**config.mk**
```make
export PLATFORM = sky130hd
export DESIGN_NAME = cbus_axi_bridge
export DESIGN_NICKNAME = d
export VERILOG_FILES = /design/src/rtl/cbus_axi_bridge_pkg.sv /design/src/rtl/cbus_axi_bridge.sv
export SDC_FILE = /design/constraint.sdc
export NUM_CORES = 1
export LEC_CHECK = 0
export ABC_CLOCK_PERIOD_IN_PS = 1400
export CORE_AREA = 2 2 113 115
export CTS_CLUSTER_DIAMETER = 200
export DETAILED_ROUTE_END_ITERATION = 10
export DIE_AREA = 0 0 115 117
export PLACE_DENSITY = 0.79
export SLEW_MARGIN = 20
export SYNTH_ARGS = -nofsm -noshare
export SYNTH_HDL_FRONTEND = slang
export SYNTH_SLANG_ARGS = --single-unit
```
**constraint.sdc**
```tcl
create_clock -name clk -period 1.4 [get_ports clk]
set_input_delay 0.35 -clock clk [delete_from_list [all_inputs] [get_ports clk]]
set_output_delay 0.35 -clock clk [all_outputs]
set_load 0.02 [all_outputs]
```
**src/rtl/cbus_axi_bridge_pkg.sv**
```systemverilog
// Shared types for the data-cache bus to AXI3 bridge: cache-bus request and
// response records, AXI3 channel records, and the order-to-burst mapping
// that the future instruction-side bridge will also use.
package cbus_axi_bridge_pkg;

    // Cache bus (CBus) widths and records
    localparam int CBUS_ADDR_W = 32;
    localparam int CBUS_DATA_W = 32;

    // log2 of the number of beats in a line transaction
    typedef logic [2:0] cbus_order_t;

    typedef struct packed {
        logic                   valid;
        logic                   is_write;
        logic [CBUS_ADDR_W-1:0] addr;
        cbus_order_t            order;
        logic [CBUS_DATA_W-1:0] wdata;
    } cbus_req_t;

    typedef struct packed {
        logic                   okay;
        logic                   last;
        logic [CBUS_DATA_W-1:0] rdata;
    } cbus_resp_t;

    // AXI3 encodings
    typedef logic [1:0] axi_burst_t;
    typedef logic [2:0] axi_size_t;
    typedef logic [3:0] axi_len_t;
    typedef logic [3:0] axi_id_t;
    typedef logic [1:0] axi_resp_t;

    localparam axi_burst_t AXI_BURST_FIXED = 2'b00;
    localparam axi_burst_t AXI_BURST_INCR  = 2'b01;
    localparam axi_burst_t AXI_BURST_WRAP  = 2'b10;
    localparam axi_size_t  AXI_SIZE_4B     = 3'b010;

    // Address channel record, shared by AR and AW
    typedef struct packed {
        logic [31:0] addr;
        axi_len_t    len;
        axi_size_t   size;
        axi_burst_t  burst;
        axi_id_t     id;
    } axi_ax_chan_t;

    typedef axi_ax_chan_t axi_ar_chan_t;
    typedef axi_ax_chan_t axi_aw_chan_t;

    typedef struct packed {
        logic [31:0] data;
        logic [3:0]  strb;
        logic        last;
        axi_id_t     id;
    } axi_w_chan_t;

    typedef struct packed {
        logic [31:0] data;
        axi_resp_t   resp;
        logic        last;
        axi_id_t     id;
    } axi_r_chan_t;

    typedef struct packed {
        axi_resp_t resp;
        axi_id_t   id;
    } axi_b_chan_t;

    // Burst shape derived from a line order
    typedef struct packed {
        axi_len_t   len;
        axi_burst_t burst;
    } axi_burst_info_t;

    // A single-beat line cannot wrap, so order 0 becomes a one-beat INCR.
    // Everything else wraps so the critical word returns first.
    function automatic axi_burst_info_t axi_burst_of(input cbus_order_t order);
        axi_burst_info_t info;
        logic [15:0]     beats;
        logic [15:0]     beats_m1;
        beats    = 16'd1 << order;
        beats_m1 = beats - 16'd1;
        info.len = beats_m1[3:0];
        if (order == 3'd0) begin
            info.burst = AXI_BURST_INCR;
        end else begin
            info.burst = AXI_BURST_WRAP;
        end
        return info;
    endfunction

    // Bridge controller states
    typedef enum logic [2:0] {
        ST_IDLE = 3'd0,
        ST_AR   = 3'd1,
        ST_R    = 3'd2,
        ST_AW   = 3'd3,
        ST_W    = 3'd4,
        ST_B    = 3'd5
    } bridge_state_t;

endpackage

```
**src/rtl/cbus_axi_bridge.sv**
```systemverilog
// Data-cache bus to AXI3 bridge. Accepts one line transaction at a time
// (refill or victim writeback) and runs it as a single critical-word-first
// burst, returning per-beat okay/last/rdata to the cache.
module cbus_axi_bridge
    import cbus_axi_bridge_pkg::*;
#(
    parameter axi_id_t AXI_ID     = 4'd0,
    parameter int      DATA_WIDTH = 32,
    parameter int      MAX_ORDER  = 4
) (
    input  logic                    clk,
    input  logic                    resetn,

    input  cbus_req_t               cbus_req,
    output cbus_resp_t              cbus_resp,

    output logic [31:0]             araddr,
    output logic [3:0]              arlen,
    output logic [2:0]              arsize,
    output logic [1:0]              arburst,
    output logic [3:0]              arid,
    output logic                    arvalid,
    input  logic                    arready,

    input  logic [DATA_WIDTH-1:0]   rdata,
    input  logic [1:0]              rresp,
    input  logic                    rlast,
    input  logic [3:0]              rid,
    input  logic                    rvalid,
    output logic                    rready,

    output logic [31:0]             awaddr,
    output logic [3:0]              awlen,
    output logic [2:0]              awsize,
    output logic [1:0]              awburst,
    output logic [3:0]              awid,
    output logic                    awvalid,
    input  logic                    awready,

    output logic [DATA_WIDTH-1:0]   wdata,
    output logic [3:0]              wstrb,
    output logic                    wlast,
    output logic [3:0]              wid,
    output logic                    wvalid,
    input  logic                    wready,

    input  logic [1:0]              bresp,
    input  logic [3:0]              bid,
    input  logic                    bvalid,
    output logic                    bready
);

    bridge_state_t          state_r;
    bridge_state_t          state_next_s;
    axi_ax_chan_t           ax_r;
    axi_burst_info_t        burst_info_s;
    logic [MAX_ORDER-1:0]   count_r;
    logic                   final_beat_s;

    // Error responses and returned IDs are deliberately not reported to the cache.
    logic                   unused_resp_s;
    assign unused_resp_s = ^{rresp, rid, bresp, bid};

    assign burst_info_s = axi_burst_of(cbus_req.order);
    assign final_beat_s = (count_r == ax_r.len[MAX_ORDER-1:0]);

    // Address channels carry the request latched at accept; the unaligned
    // address goes out as-is so WRAP starts on the critical word.
    assign araddr  = ax_r.addr;
    assign arlen   = ax_r.len;
    assign arsize  = ax_r.size;
    assign arburst = ax_r.burst;
    assign arid    = ax_r.id;
    assign awaddr  = ax_r.addr;
    assign awlen   = ax_r.len;
    assign awsize  = ax_r.size;
    assign awburst = ax_r.burst;
    assign awid    = ax_r.id;

    // Write data comes straight from the cache, which only advances after okay.
    assign wdata   = cbus_req.wdata;
    assign wstrb   = 4'hF;
    assign wid     = AXI_ID;

    // State register
    always_ff @(posedge clk) begin
        if (!resetn) begin
            state_r <= ST_IDLE;
        end else begin
            state_r <= state_next_s;
        end
    end

    // Next-state logic
    always_comb begin
        state_next_s = state_r;
        case (state_r)
            ST_IDLE: begin
                if (cbus_req.valid) begin
                    if (cbus_req.is_write) begin
                        state_next_s = ST_AW;
                    end else begin
                        state_next_s = ST_AR;
                    end
                end else begin
                    state_next_s = ST_IDLE;
                end
            end
            ST_AR: begin
                if (arready) begin
                    state_next_s = ST_R;
                end else begin
                    state_next_s = ST_AR;
                end
            end
            ST_R: begin
                if (rvalid && rlast) begin
                    state_next_s = ST_IDLE;
                end else begin
                    state_next_s = ST_R;
                end
            end
            ST_AW: begin
                if (awready) begin
                    state_next_s = ST_W;
                end else begin
                    state_next_s = ST_AW;
                end
            end
            ST_W: begin
                if (wready && final_beat_s) begin
                    state_next_s = ST_B;
                end else begin
                    state_next_s = ST_W;
                end
            end
            ST_B: begin
                if (bvalid) begin
                    state_next_s = ST_IDLE;
                end else begin
                    state_next_s = ST_B;
                end
            end
            default: begin
                state_next_s = ST_IDLE;
            end
        endcase
    end

    // Handshake and cache-response outputs, decoded from the current state
    always_comb begin
        arvalid         = 1'b0;
        awvalid         = 1'b0;
        rready          = 1'b0;
        wvalid          = 1'b0;
        wlast           = 1'b0;
        bready          = 1'b0;
        cbus_resp.okay  = 1'b0;
        cbus_resp.last  = 1'b0;
        cbus_resp.rdata = rdata;
        case (state_r)
            ST_IDLE: begin
                arvalid = 1'b0;
            end
            ST_AR: begin
                arvalid = 1'b1;
            end
            ST_R: begin
                rready         = 1'b1;
                cbus_resp.okay = rvalid;
                cbus_resp.last = rvalid & rlast;
            end
            ST_AW: begin
                awvalid = 1'b1;
            end
            ST_W: begin
                wvalid = 1'b1;
                wlast  = final_beat_s;
                // The final beat's okay is held back until B so that last
                // can mark full completion of the writeback.
                if (wready && !final_beat_s) begin
                    cbus_resp.okay = 1'b1;
                end else begin
                    cbus_resp.okay = 1'b0;
                end
            end
            ST_B: begin
                bready         = 1'b1;
                cbus_resp.okay = bvalid;
                cbus_resp.last = bvalid;
            end
            default: begin
                arvalid = 1'b0;
            end
        endcase
    end

    // Request latch at accept and write-beat counter
    always_ff @(posedge clk) begin
        if (!resetn) begin
            ax_r    <= '0;
            count_r <= '0;
        end else begin
            if ((state_r == ST_IDLE) && cbus_req.valid) begin
                ax_r.addr  <= cbus_req.addr;
                ax_r.len   <= burst_info_s.len;
                ax_r.size  <= AXI_SIZE_4B;
                ax_r.burst <= burst_info_s.burst;
                ax_r.id    <= AXI_ID;
            end else begin
                ax_r <= ax_r;
            end
            if ((state_r == ST_AW) && awready) begin
                count_r <= '0;
            end else if ((state_r == ST_W) && wready) begin
                count_r <= count_r + {{(MAX_ORDER-1){1'b0}}, 1'b1};
            end else begin
                count_r <= count_r;
            end
        end
    end

endmodule

```
Word level (Yosys, flattened, before mapping). Index checks and enable logic that the tools add are counted.

Memory bits (writable): 0. Memories kept: 0. Bits of input ports: 121. ROM bits: 0. Logic and storage cells: 45. Bits in registers: 46. Bits in latches: 0.

Reductions and logical operators: 10. Muxes and demuxes: 18. $lt $le $gt $ge: 0. Add/subtract/negate cells: 2. Multipliers: 0. Divide/modulo/power cells: 0. Bitwise operators: 2. Equality and inequality tests: 6. Shift-type cells: 1.

Operators by type and width (number): 3-bit case mux with 6 select lines (1); 3-bit two-way mux (3); 1-bit two-way mux (8); 2-bit two-way mux (4); 3-bit by 2-bit equality test with 1-bit output, second input constant (2); 3-bit equality test, second input constant (2); 1-bit logical AND (6); 3-bit logical NOT (2); 4-bit by 1-bit adder with 4-bit output, second input constant (1); 4-bit equality test (1); 1-bit by 3-bit left shift with 4-bit output, first input constant (1); 4-bit by 1-bit subtractor with 4-bit output, second input constant (1); 3-bit by 1-bit equality test with 1-bit output, second input constant (1); 1-bit case mux with 3 select lines (1); 1-bit case mux with 2 select lines (1); 2-bit OR reduction (1); 1-bit bitwise AND (1); 1-bit logical NOT (1); 1-bit NOT (1).

Longest topological paths before layout.
Word-level depth: 5. Gate-level depth with buffers: 6. Mapped depth without buffers: 6.

Worst setup path after synthesis. OpenSTA, ideal clock, no wires.

Path type: register -> output. Start: reg state_r[2]. End: out cbus_resp[33] in the netlist's numbering. Cell stages (with the launch flop): 4. Path slack: -0.428 ns. Arrival time: 1.478 ns. Cell sequence: dfxtp_1 > buf_4 > nor3b_1 > a221o_1.

RTL lines: from (decl) (line cbus_axi_bridge.sv:53) `bridge_state_t state_r;`; from (signal assigned) (line cbus_axi_bridge.sv:90) `state_r <= state_next_s;`; to (decl) (line cbus_axi_bridge.sv:15) `output cbus_resp_t cbus_resp,`.

==> impl_results.md <==
- Post-Route WL: 8.541 mm
- Row cnt: 41
- Main combinational cell family by area after synthesis: buffers and inverters
- WL per Instance: 14.93 um
- Leakage power: 0.002133 uW
- Vias post-DR: 2340
- Final Hold Viols: 0
- Post-Syn Area per Cell: 8.188 um2
- HP Class: flop to flop
- Final Max Slew Viols: 0
- Mapped Area: 2890 um2
- Period utilization: 1.297
- Worst-path fanout max: 2
- Finished Core Util: 0.3655
- R2R Setup Slk: -0.19 ns
- Final Non-Filler Cells: 572
- Boundary Pins: 291
- Area delta synth->final: 55.71%
- DP Cell Count: 541
- Num Clock Sinks: 45
- Gpl congestion: 0.7990
- Crit path launch type: input port
- Clock Tree Root: clkbuf_16
- Failing checks: setup timing
- Global-route wire length before repair: 11.34 mm
- Max_cap viols: 0
- Post-placement cell area: 3704 um2
- Period minus WS final: 1.816 ns
- GR Util All Layers: 0.1140
- NetSw: 1499 uW
- Clk buf depth: 2
- Sequential fraction of the synthesis area: 0.3117
- Vias in the first global route: 2143
- TritonCTS clock tree: done
- Post-synthesis mux area share: 0
- Clk pwr share: 0.271
- Full die area: 13460 um2
- Hold WS: 0.4604 ns
- Post-Synth Adder-Cell Area: 0.008658
- DP Worst Slack: -0.7757 ns
- Die H: 117 um
- Area of the multi-input gates: 1390 um2
- Final Cell Area: 4501 um2
- Worst hold stages: 2
- Drt pass-1 iters: 4
- Layout Skew: 0.007028 ns
- Worst-skew pair later-pin latency: 0.29 ns
- Fmax: 550.7 MHz
- Register area: 919.6 um2
- Kind of critical path: input port to primary output
- CP endpoint kind: primary output
- Status: complete, but fails checks
- Comb pwr share: 0.397
- Synth Area in Compound Gates: 0.1264
- H-Tree Depth: 2
- Met3 Usage GRT: 0.04686
- # DRC: 0
- Initial Utilization: 0.2348
- Yosys warnings: 0
- DP Wirelength: 5.666 mm
- Antenna violations before repair: 1
- IO Port Bufs: 130
- Via-to-Cell Ratio: 4.091
- #FFs+latches synth: 45
- Starting DRT DRC Count: 49
- Antenna Nets Post-Route: 0
- Met2 Use GR: 0.2000
- Flop pwr share: 0.332
- CP Data Required Time: 1.05 ns
- Total gr overflow: 0
- Worst-path clk slew: 0.06 ns
- Pin count of the biggest net entering global routing: 31
- WP data arrival: 1.47 ns
- PD cells: 984.0 nW/um2
- # nets final: 543
- Share of layout cells above drive strength 1: 0.4014
- Sw frac: 0.3384
- Die Span X: 115 um
- Peak VDD IR: 0.4020 mV
- Post-Synth XOR/XNOR Area: 0.02424
- Mapped Cells: 353
- GR peak layer: met2
- Synth unique cells: 37
- # setup viols final: 48
- Slack of the critical path: -0.4157 ns
- Fill cells: 1241
- CTS Buf Count: 5
- RSZ-0062 raised after global routing: yes
- Simple-Gate Fraction of Synth Area: 0.1658
- Worst Reg-to-Reg Cells: 7
- Internal power: 2930 uW
- Met1 usage: 0.1233
- Core area: 12310 um2
==> synth_stat cells <==
library cell | number | share of area
ha_1 | 2 | 0.0087
a21o_1 | 1 | 0.0026
nor3_1 | 1 | 0.0017
a31o_2 | 1 | 0.0030
o21ai_0 | 2 | 0.0035
a221o_1 | 1 | 0.0035
conb_1 | 2 | 0.0026
nand2_1 | 81 | 0.11
xor2_1 | 2 | 0.0061
nor2b_1 | 1 | 0.0022
nand3b_1 | 1 | 0.0026
buf_6 | 5 | 0.019
clkbuf_1 | 4 | 0.0052
nand2b_1 | 3 | 0.0065
a21boi_0 | 1 | 0.0026
buf_2 | 5 | 0.0087
inv_2 | 1 | 0.0013
xnor2_1 | 6 | 0.018
a31oi_1 | 1 | 0.0022
a21boi_1 | 34 | 0.088
a21oi_1 | 3 | 0.0052
buf_4 | 125 | 0.32
inv_1 | 1 | 0.0013
and3b_1 | 1 | 0.0030
nand3_1 | 1 | 0.0017
nor3b_1 | 3 | 0.0078
or3_1 | 2 | 0.0043
and4bb_2 | 1 | 0.0043
o21a_1 | 2 | 0.0052
and2_1 | 2 | 0.0043
nand2b_4 | 1 | 0.0048
and3_1 | 1 | 0.0022
nor3_4 | 1 | 0.0056
nand4_1 | 2 | 0.0043
o211a_1 | 3 | 0.010
nor2_1 | 4 | 0.0052
dfxtp_1 | 45 | 0.31
==> registers in the layout, summed over array words and instances, names as in the netlist <==
register	cells
count_r	4
arburst	2
state_r	3
arsize	1
araddr	32
arlen	3
==> cells by family after synthesis <==
family | Yosys count
other cells | 2
buf+inv | 141
compound gates | 49
fa+ha+maj | 2
flops | 45
simple gates | 106
xor+xnor | 8
==> timing repair <==
action	CTS	global route
hold buffers	0	0
cloned	5	3
gates resized for setup	196	119
pin swaps	13	62
setup endpoints to repair	122	72
buffers inserted	10	6
==> power groups by stage <==
| stage | Sequential [uW] | Combinational [uW] | Clock, uW |
|---|---|---|---|
| after floorplan | 1600 | 981 | 0 |
| after global placement | 1490 | 1340 | 0 |
| after detailed placement | 1500 | 1360 | 0 |
| after CTS | 1470 | 1530 | 1270 |
| after global routing | 1490 | 1870 | 1310 |
| final | 1470 | 1760 | 1200 |
==> cell type report <==
type	instances	area share
flip-flops and latches	45	0.2043
inverters	2	0.001668
well taps	150	0.04170
multi-input cells	185	0.3089
clock buffers	5	0.02780
clock inverters	3	0.004726
repair buffers	181	0.4103
diodes	1	0.0005560
==> cells in the final DEF, fill, tap and decap left out, types with 2 or more instances in the layout <==
cell,Yosys,final
dfxtp_2,0,6
dfxtp_4,0,3
nand2_4,0,23
xnor2_2,0,3
buf_12,0,8
o21a_1,2,2
clkbuf_2,0,5
a21oi_1,3,3
nand4_1,2,2
clkdlybuf4s50_1,0,40
clkdlybuf4s15_1,0,14
nor3_4,1,2
o211a_1,3,3
nand2b_1,3,2
nand2_2,0,19
clkbuf_16,0,8
a21boi_1,34,21
nand2_1,81,39
or3_4,0,2
buf_6,5,17
buf_4,125,25
dfxtp_1,45,36
inv_2,1,2
xor2_1,2,2
and2_4,0,2
nand2b_4,1,2
xnor2_1,6,3
dlygate4sd2_1,0,53
nor2_1,4,3
a21boi_2,0,13
buf_2,5,10
conb_1,2,20
o21ai_0,2,2
buf_16,0,5
==> critical path: stages <==
cell and delay (ns):
clkdlybuf4s50_1 0.39, and4bb_2 0.23, a221o_1 0.35, buf_6 0.14
==> worst paths after layout <==
path,from,end
hold / removal,araddr[7],araddr[7]
hold reg to reg,araddr[7],araddr[7]
setup / recovery,wready,cbus_resp[33]
setup reg to reg,state_r[0],araddr[5]
==> metrics by stage <==
stage / setup TNS [ns] / power, uW
floorplan: -0.07893 / 2583
global placement: -17.47 / 2831
detailed placement: -18.15 / 2856
CTS: -5.707 / 4268
global route: -10.03 / 4661
finish: -6.719 / 4429
==> per-layer routing <==
layer / up-vias / share of wire
met1: 1068 / 0.39
met5: - / 0
met3: 26 / 0.086
li1: 1125 / -
met2: 121 / 0.50
met4: 0 / 0.026
(Power assumes the default switching activity.)
